`src/rtl/regfile_wb_queue.sv`:
```
// Writeback queue in front of the 16 x 32-bit register file write port.
// Buffers pipeline writeback requests in an in-order queue and drains them
// one per cycle into a registered output stage that drives the register file.
// Pending write data is forwarded onto both operand read paths.
//
// Ports:
//   clk, rst               clock, asynchronous active-high reset
//   wb_valid/wb_ready      writeback request handshake
//   wb_addr/wb_data        writeback destination register and value
//   drain_en               register file write port granted this cycle
//   rf_write/addr/data     registered register file write port
//   rd_addr_a/rd_addr_b    operand read addresses
//   rf_data_a/rf_data_b    register file read data
//   op_a/op_b              forwarded operands
//   count                  queued entries, not counting the output stage
module regfile_wb_queue #(
  parameter int unsigned DATA_W = 32,
  parameter int unsigned ADDR_W = 4,
  parameter int unsigned DEPTH  = 4
) (
  input  logic                     clk,
  input  logic                     rst,
  input  logic                     wb_valid,
  output logic                     wb_ready,
  input  logic [ADDR_W-1:0]        wb_addr,
  input  logic [DATA_W-1:0]        wb_data,
  input  logic                     drain_en,
  output logic                     rf_write,
  output logic [ADDR_W-1:0]        rf_addr,
  output logic [DATA_W-1:0]        rf_data,
  input  logic [ADDR_W-1:0]        rd_addr_a,
  input  logic [ADDR_W-1:0]        rd_addr_b,
  input  logic [DATA_W-1:0]        rf_data_a,
  input  logic [DATA_W-1:0]        rf_data_b,
  output logic [DATA_W-1:0]        op_a,
  output logic [DATA_W-1:0]        op_b,
  output logic [$clog2(DEPTH):0]   count
);

  localparam int unsigned PTR_W = $clog2(DEPTH);
  localparam int unsigned CNT_W = PTR_W + 1;

  logic [ADDR_W-1:0] r_addr_mem [DEPTH];
  logic [DATA_W-1:0] r_data_mem [DEPTH];
  logic [PTR_W-1:0]  r_wptr;
  logic [PTR_W-1:0]  r_rptr;
  logic [CNT_W-1:0]  r_count;
  logic              r_rf_write;
  logic [ADDR_W-1:0] r_rf_addr;
  logic [DATA_W-1:0] r_rf_data;

  logic              w_xfer;
  logic              w_pop;
  logic              w_fall;
  logic              w_push;
  logic              w_empty;
  logic [PTR_W-1:0]  w_idx;
  logic [DATA_W-1:0] w_op_a;
  logic [DATA_W-1:0] w_op_b;

  assign w_empty  = (r_count == '0);
  assign wb_ready = (r_count != CNT_W'(DEPTH));
  assign w_xfer   = wb_valid && wb_ready;
  assign w_pop    = drain_en && !w_empty;
  // Empty queue with the port granted: the request bypasses storage.
  assign w_fall   = drain_en && w_empty && w_xfer;
  assign w_push   = w_xfer && !w_fall;

  always_ff @(posedge clk or posedge rst) begin
    if (rst) begin
      r_wptr     <= '0;
      r_rptr     <= '0;
      r_count    <= '0;
      r_rf_write <= 1'b0;
      r_rf_addr  <= '0;
      r_rf_data  <= '0;
    end else begin
      if (w_push) r_wptr <= r_wptr + PTR_W'(1);
      if (w_pop)  r_rptr <= r_rptr + PTR_W'(1);
      case ({w_push, w_pop})
        2'b10:   r_count <= r_count + CNT_W'(1);
        2'b01:   r_count <= r_count - CNT_W'(1);
        default: r_count <= r_count;
      endcase
      if (w_pop) begin
        r_rf_write <= 1'b1;
        r_rf_addr  <= r_addr_mem[r_rptr];
        r_rf_data  <= r_data_mem[r_rptr];
      end else if (w_fall) begin
        r_rf_write <= 1'b1;
        r_rf_addr  <= wb_addr;
        r_rf_data  <= wb_data;
      end else begin
        r_rf_write <= 1'b0;
      end
    end
  end

  // Storage needs no reset: only entries between the pointers are ever read.
  always_ff @(posedge clk) begin
    if (w_push) begin
      r_addr_mem[r_wptr] <= wb_addr;
      r_data_mem[r_wptr] <= wb_data;
    end
  end

  // Lowest priority first; the queue scan walks oldest to youngest so the
  // youngest matching entry wins.
  always_comb begin
    w_op_a = rf_data_a;
    w_op_b = rf_data_b;
    w_idx  = r_rptr;
    if (r_rf_write && (r_rf_addr == rd_addr_a)) w_op_a = r_rf_data;
    if (r_rf_write && (r_rf_addr == rd_addr_b)) w_op_b = r_rf_data;
    for (int unsigned i = 0; i < DEPTH; i++) begin
      w_idx = r_rptr + PTR_W'(i);
      if (CNT_W'(i) < r_count) begin
        if (r_addr_mem[w_idx] == rd_addr_a) w_op_a = r_data_mem[w_idx];
        if (r_addr_mem[w_idx] == rd_addr_b) w_op_b = r_data_mem[w_idx];
      end
    end
  end

  assign op_a     = w_op_a;
  assign op_b     = w_op_b;
  assign rf_write = r_rf_write;
  assign rf_addr  = r_rf_addr;
  assign rf_data  = r_rf_data;
  assign count    = r_count;

endmodule

```
`config.mk`:
```
export PLATFORM = sky130hd
export DESIGN_NAME = regfile_wb_queue
export DESIGN_NICKNAME = d
export VERILOG_FILES = /design/src/rtl/regfile_wb_queue.sv
export SDC_FILE = /design/constraint.sdc
export NUM_CORES = 1
export LEC_CHECK = 0
export CAP_MARGIN = 20
export CORE_MARGIN = 1.5
export CORE_UTILIZATION = 45
export DETAILED_ROUTE_END_ITERATION = 8
export PLACE_DENSITY = 0.69
export SLEW_MARGIN = 40
export SYNTH_ARGS = -nofsm -noshare
export SYNTH_HDL_FRONTEND = slang
export SYNTH_SLANG_ARGS = --single-unit
```
`constraint.sdc`:
```
create_clock -name clk -period 3.68 [get_ports clk]
set_clock_uncertainty 0.15 [all_clocks]
set_input_delay 0.736 -clock clk [delete_from_list [all_inputs] [get_ports clk]]
set_output_delay 0.736 -clock clk [all_outputs]
set_load 0.005 [all_outputs]
```
==> summary.md, run 1 <==
| Metric | Value |
|---|---|
| Crit Path Max Fanout | `7` |
| CTS tree | `yes` |
| Gp weighted congestion | `0.933` |
| Slowest cell on the critical path | `mux4_2` |
| First-pass GRT wire length | `68.5 mm` |
| Post-synthesis cell type count | `41` |
| Total CTS buffers | `17` |
| Routed length per instance | `24.0 microns` |
| Final Non-Filler Cells | `1,918` |
| Avg Cell Area, Syn | `10.8 sq um` |
| Final ANT Viol Nets | `0` |
| Pwr Density | `887 mW/mm^2` |
| Core box area | `0.0279 sq mm` |
| Initial core utilization | `between 40% and 50%` |
| N_diodes | `0` |
| Initial antenna violation count | `0` |
| Async SR Flop Fraction | `about a quarter` |
| Worst-path cell chain | `buf_6 -> mux4_2 -> xor2_1 -> nor3_2 -> nand3_2 -> o21ai_4 -> buf_12 -> buf_12 -> buf_6 -> a21oi_2 -> a222oi_1 -> buf_4 -> buf_6` |
| CTS root buf | `clkbuf_16` |
| Outcome | `finished with violations` |
| Total congestion overflow | `0` |
| Final Hold Viols | `0` |
| Synthesized Nets | `1,313` |
| Share of cells above drive strength 1 | `33.1%` |
| Post-route DRC violation count | `0` |
| Drt pass-1 iters | `9` |
| Cell Area, Synth | `0.0129 sq mm` |
| Clk sinks | `between 150 and 200` |
| Placed cell count | `roughly 1,800` |
| Critical path class | `reg2out` |
| Synth Instances | `1,192` |
| Period utilization | `116%` |
| FP Rows | `61` |
| Sum of buffers and inverters on the critical path | `6` |
| Seq/Total Area, Yosys | `between 40% and 50%` |
| H-tree levels | `4` |
| Final nets | `1,648` |
| Die Y | `about 170 microns` |
| Worst ir drop on vdd | `451 uV` |
| Hold buffer count at cts | `0` |
| Worst EP required | `2.79 ns` |
| Worst path max stage delay | `between 0.5 and 0.6 ns` |
| Failing checks | `negative setup slack` |
| Number of DRC markers in iteration 0 | `1,758` |
| Number of global-route vias before repair | `12,200` |
| Fin Setup TNS | `-29.71 ns` |
| Layout area overhead | `41.4%` |
| Vias per inst | `6.32` |
| Hpwl dp | `29.4 mm` |
| Tot Pwr | `16,100 uW` |
| Startpoint Class | `flop` |
| Prevailing post-synth register cell | `edfxtp_1` |
| Cell mode on critical path | `buf_6` |
| Count of max-cap constraint violations | `0` |
| RSZ-0062 raised after global routing | `true` |
| Fmax | `about 0.23 GHz` |
| Port bufs | `216` |
| Critical path arrival | `3.38 ns` |
| Final setup vio count | `64` |
| Final Critical Period | `4.26 ns` |
| All-layer global routing usage | `roughly 31%` |
| Die area | `0.0296 sq mm` |
| IO Pins | `217` |
| Setup ws final | `-0.583 ns` |
| Number of enable flip-flop cells after synthesis | `144` |
| Family with the most delay on the worst path | `buffers and inverters` |
| Slew headroom | `57.3%` |
| Width of the die | `around 170 microns` |
| Leak | `between 0.006 and 0.007 uW` |
| Worst Hold Class | `in2async` |
| Worst-Skew Late Latency | `0.44 ns` |
| Yosys reg bits | `~190` |
| Longest Clk Path Bufs | `2` |
| Final Max Tran Viols | `0` |
| Clk pin slew, worst setup/hold paths | `approximately 0.080 ns` |
| Syn. warnings | `0` |
| Routed via count | `12,100` |
| Worst-Margin Slew | `0.638 ns` |
| Largest net degree at the start of global routing | `63` |
| Detailed-route wire length | `46.1 mm` |
| Critical Path End Type | `output port` |
repair_timing:
action                                  4_1_cts  5_1_grt
endpoints found under the setup margin       64       64
gates resized for setup                     390       31
setup buffers                                36       24
pin swaps                                   100       18
cloned                                        7        3
through the flow:
stage / instance area [sq um] / utilization (%) / setup WS, ns / hold WS [ns]
final: 18200 / 65.1 / -0.583 / 0.481
after global routing: 18200 / 65.1 / -0.664 / 0.499
after CTS: 17900 / 64.2 / -0.508 / 0.463
after detailed placement: 16800 / 60.1 / -0.761 / 0.450
after global placement: 16800 / 60.0 / -0.761 / 0.447
after floorplan: 12900 / - / 0.281 / 0.415
state kept, by name (all words and copies together), names as in the netlist:
name        count
rf_data        32
r_data_mem    128
r_addr_mem     16
rf_addr         4
r_wptr          2
count           3
rf_write        1
r_rptr          2
cell usage in the layout, fill, tap and decap left out, types with 6 or more instances in the layout:
cell,n
mux4_2,14
xnor2_2,10
buf_6,37
mux2_2,100
ha_1,9
dfrtp_1,42
xnor2_1,20
nand2_1,42
buf_8,9
a21oi_2,19
mux2i_1,196
edfxtp_1,144
o21ai_1,10
o21ai_2,20
o21ai_0,6
inv_1,7
buf_12,42
clkdlybuf4s50_1,152
buf_2,52
a222oi_1,63
nor2_1,103
o211ai_1,63
xor2_1,14
a21oi_1,144
nor2_4,6
clkbuf_16,20
buf_4,127
report_power, final:
part / switching (uW) / internal [uW]
logic: 5580 / 5430
registers: 415 / 2880
clock network: 883 / 963
cells by family (layout without fill, tap and decap cells):
group	Yosys count	in the layout	share of synthesized area (%)
buffers and inverters	123	470	4.43
XOR/XNOR	47	47	3.20
AO/OA/AOI/OAI	333	333	16.8
adder cells (fa/ha/maj)	9	9	0.875
multiplexers	313	313	26.8
AND/OR/NAND/NOR	179	180	5.81
flip-flops	188	188	42.2
cell type report:
cell class / count / area, sq um
Multi-Input combinational cell: 882 / 7290
Clock inverter: 14 / 151
Inverter: 9 / 38.8
Fill cell: 2137 / 9740
Clock buffer: 18 / 429
Sequential cell: 188 / 5430
Tap cell: 378 / 473
Timing Repair Buffer: 429 / 4380
layer usage:
| layer | track usage (%) | wire length [microns] | vias up | part of all wire (%) |
|---|---|---|---|---|
| met5 | 0 | 0 | - | 0 |
| met2 | 50.7 | 21800 | 776 | 47 |
| li1 | - | - | 5312 | - |
| met3 | 6.20 | 4240 | 159 | 9.2 |
| met4 | 14.7 | 1950 | 0 | 4.2 |
| met1 | 38.4 | 18100 | 5871 | 39 |
Yosys cell counts, types with 2 or more instances:
cell type,instances,area [sq um]
mux4_2,11,248
nor4_2,2,25.0
o211ai_1,63,473
o21ai_0,35,175
buf_6,6,67.6
nand2_1,44,165
ha_1,9,113
o21ai_1,3,15.0
and2_1,2,12.5
nand3_1,6,30.0
a21oi_1,163,816
mux2_2,100,1130
xnor2_1,30,263
mux4_1,3,78.8
mux2i_1,199,1990
nor3_1,3,15.0
clkbuf_1,70,263
dfrtp_1,44,1100
and3_1,4,25.0
buf_1,3,11.3
clkbuf_2,4,20.0
buf_2,23,115
buf_4,8,60.1
a222oi_1,63,631
inv_1,9,33.8
nand4_1,3,18.8
xor2_1,17,149
nor2_1,109,409
edfxtp_1,144,4320
path summary, 6_finish.rpt:
| path | from | endpoint | slack, ns | depth (start not counted) |
|---|---|---|---|---|
| max in group asynchronous | rst | rf_data[15]$_DFFE_PP0P_ | 2.19 | 3 |
| hold / removal | rst | rf_data[26]$_DFFE_PP0P_ | 0.48 | 2 |
| setup / recovery | r_rptr[0]$_DFFE_PP0P_ | op_a[15] | -0.58 | 13 |
| min in group clk | count[0]$_DFFE_PP0P_ | count[0]$_DFFE_PP0P_ | 0.48 | 2 |
| setup reg to reg | r_rptr[0]$_DFFE_PP0P_ | rf_data[2]$_DFFE_PP0P_ | 1.21 | 8 |
| hold reg to reg | count[0]$_DFFE_PP0P_ | count[0]$_DFFE_PP0P_ | 0.48 | 2 |
No activity file was read; power rests on OpenSTA's default activity.
==> run 2, diff against run 1 <==
PLACE_DENSITY = unset   (was 0.69)
PLACE_DENSITY_LB_ADDON = 0.12   (was unset)
==> run 2 against run 1 <==
Effect of this change: the flow finishes with violations (design-rule violations, negative setup slack); hold slack is essentially flat; critical path type unchanged; setup slack lost 0.070 ns; largest power group unchanged; clock power grew 4%; clock-buffer cell count is the same; highest routed layer unchanged; flip-flop and latch count is the same; non-clock buffer count shrank 3; design area shrank 0.18%.
==> summary.md, run 2 (synthesis results as in run 1) <==
| Metric | Value |
|---|---|
| Routed via count | `11,900 (-1.7%)` |
| Routed length per instance | `23.7 microns (-1.4%)` |
| All-layer global routing usage | `30.0% (-0.68 points)` |
| Worst-Skew Late Latency | `0.45 ns (about the same)` |
| Final nets | `1,644 (-0.24%)` |
| Placed cell count | `1,823 (-0.22%)` |
| Detailed-route wire length | `45.3 mm (-1.7%)` |
| Final Non-Filler Cells | `1,914 (-0.21%)` |
| Die area | `0.0296 sq mm (unchanged)` |
| Startpoint Class | `flop` |
| Logic pwr share | `67.1% (-1.1 points)` |
| Worst-Margin Slew | `0.794 ns (+0.156 ns)` |
| Cell mode on critical path | `buf_12` |
| CP Launch Point | `r_rptr[0]$_DFFE_PP0P_` |
| Port bufs | `216 (unchanged)` |
| IO Pins | `217 (unchanged)` |
| Count of max-cap constraint violations | `0 (unchanged)` |
| Number of global-route vias before repair | `11,700 (-3.8%)` |
| Switching share of power | `42.7% (+0.13 points)` |
| Critical path class | `reg2out` |
| Pwr Density | `875 mW/mm^2 (-1.4%)` |
| Width of the die | `172 microns (unchanged)` |
| Clock group share of total power | `12.2% (+0.8 points)` |
| Slowest cell on the critical path | `dfrtp_4` |
| CTS root buf | `clkbuf_16` |
| Final Hold Viols | `0 (unchanged)` |
| Clk sinks | `188 (unchanged)` |
| Final ANT Viol Nets | `0 (unchanged)` |
| Largest net degree at the start of global routing | `111 (+76%)` |
| H-tree levels | `4 (unchanged)` |
| Worst path max stage delay | `0.52 ns (about the same)` |
| Layout area overhead | `41.2%` |
| Leak | `0.00697 uW (-0.41%)` |
| Gp weighted congestion | `0.897 (-3.9%)` |
| Post-Route Utilization | `65.0% (-0.12 points)` |
| Worst ir drop on vdd | `747 uV (+66%)` |
| Fill count | `2,223 (+4.0%)` |
| Worst-path cell chain | `buf_6 -> buf_12 -> mux4_2 -> xor2_1 -> nor3_1 -> nand3_1 -> o21ai_4 -> buf_12 -> buf_12 -> a21oi_4 -> a222oi_1 -> buf_2` |
| Multi-input logic area | `0.00724 sq mm (-0.57%)` |
| FP Rows | `61 (unchanged)` |
| Outcome | `finished with violations` |
| Commonest non-fill, non-tap cell in the layout | `mux2i_1` |
| Hpwl dp | `28.9 mm (-1.8%)` |
| Final Critical Period | `4.33 ns (+0.0698 ns)` |
| Initial antenna violation count | `0 (unchanged)` |
| Core box area | `0.0279 sq mm (unchanged)` |
| Share of cells above drive strength 1 | `32.0% (-1.1 points)` |
| Largest Register | `r_data_mem` |
| Critical Path End Type | `output port` |
| Drt pass-1 iters | `9 (unchanged)` |
| Most frequent cells in the layout | `197 x mux2i_1, 152 x clkdlybuf4s50_1, 144 x edfxtp_1` |
| First-pass GRT wire length | `66.8 mm (-2.5%)` |
| Clk pin slew, worst setup/hold paths | `0.08 ns (about the same)` |
| Worst EP required | `2.79 ns (about the same)` |
| RSZ-0062 raised after global routing | `true` |
| Final setup vio count | `64 (unchanged)` |
| Failing checks | `design-rule violations, negative setup slack` |
| Period utilization | `118% (+1.9 points)` |
| Crit Path Max Fanout | `7 (unchanged)` |
| Initial core utilization | `46.1% (unchanged)` |
| Number of DRC markers in iteration 0 | `1,716 (-2.4%)` |
| Critical path arrival | `3.45 ns (+0.07 ns)` |
| Total CTS buffers | `17 (unchanged)` |
| Vias per inst | `6.23 (-1.5%)` |
| Longest Clk Path Bufs | `2 (unchanged)` |
| Setup ws final | `-0.653 ns (-0.0698 ns)` |
| Tot Pwr | `15,900 uW (-1.6%)` |
| Hold buffer count at cts | `0 (unchanged)` |
| Flop pwr share | `20.7% (+0.3 points)` |
| Worst Hold Class | `reg2reg` |
| Fmax | `0.231 GHz (-1.6%)` |
| N_diodes | `0 (unchanged)` |
| Total congestion overflow | `0 (unchanged)` |
| CTS tree | `yes` |
| Slew headroom | `47.1% (-10 points)` |
| Internal power | `9100 uW (-1.8%)` |
| Hold slack | `0.481 ns (-0.000452 ns)` |
| Post-route DRC violation count | `2 (+2)` |
| Register area | `0.00543 sq mm (unchanged)` |
| Die Y | `172 microns (unchanged)` |
| Max reg flops | `128 (unchanged)` |
| Hold_sp | `r_wptr[0]$_DFFE_PP0P_` |
| Final Max Tran Viols | `0 (unchanged)` |
| Psw | `6790 uW (-1.3%)` |
| Reg-to-Reg Start | `r_rptr[1]$_DFFE_PP0P_` |
run 2: path summary, 6_finish.rpt:
path | slack [ns] | end | cells past startpoint
setup / recovery | -0.65 | op_a[7] | 12
hold / removal | 0.48 | r_wptr[0]$_DFFE_PP0P_ | 2
setup reg to reg | 1.15 | rf_data[7]$_DFFE_PP0P_ | 10
hold reg to reg | 0.48 | r_wptr[0]$_DFFE_PP0P_ | 2
max in group asynchronous | 2.09 | r_rptr[1]$_DFFE_PP0P_ | 3
min in group asynchronous | 0.70 | count[1]$_DFFE_PP0P_ | 3
run 2: worst max-delay path, delay by kind of cell, from the launching register on:
kind / cells / cell delay [ns]
buffers and inverters: 5 / 0.77
AO/OA/AOI/OAI: 3 / 0.64
flip-flops: 1 / 0.52
multiplexers: 1 / 0.47
AND/OR/NAND/NOR: 2 / 0.41
XOR/XNOR: 1 / 0.17
run 2: final cells by class:
type                    count  area share (%)
multi-input cells         881            39.9
well taps                 378            2.60
flip-flops and latches    188            29.9
inverters                   9           0.214
clock inverters            14           0.951
repair buffers            426            24.0
clock buffers              18            2.42
run 2: power by group through the flow:
| stage | combinational [uW] | sequential, uW | clock (uW) |
|---|---|---|---|
| 3_5_place_dp | 9770 | 3370 | 0 |
| 3_3_place_gp | 9630 | 3350 | 0 |
| 6_report | 10700 | 3290 | 1930 |
| 2_1_floorplan | 5370 | 3220 | 0 |
| 5_1_grt | 11300 | 3360 | 2030 |
| 4_1_cts | 10100 | 3310 | 1950 |
run 2: repair_timing:
| action | 4_1_cts | 5_1_grt |
|---|---|---|
| pin swaps | 80 | 40 |
| gates resized for setup | 330 | 66 |
| endpoints found under the hold margin | 0 | 0 |
| gates cloned | 2 | 0 |
| buffers inserted | 51 | 11 |
| setup endpoints to repair | 64 | 64 |
run 2: metrics by stage:
| stage | setup TNS [ns] | area [sq um] | worst slack, ns |
|---|---|---|---|
| 2_1_floorplan | 0 | 12900 | 0.281 |
| 3_3_place_gp | -37.65 | 16700 | -0.676 |
| 3_5_place_dp | -38.45 | 16700 | -0.726 |
| 4_1_cts | -29.44 | 17800 | -0.546 |
| 5_1_grt | -38.26 | 18200 | -0.713 |
| 6_report | -32.08 | 18200 | -0.653 |
run 2: per-layer routing:
layer  up-vias  wire length (microns)  GRT usage, %
met5         -                      0             0
met4         0                   1180          9.15
met3        97                   4110          5.29
met2       744                  21700          49.7
met1      5779                  18300          40.0
li1       5296                      -             -
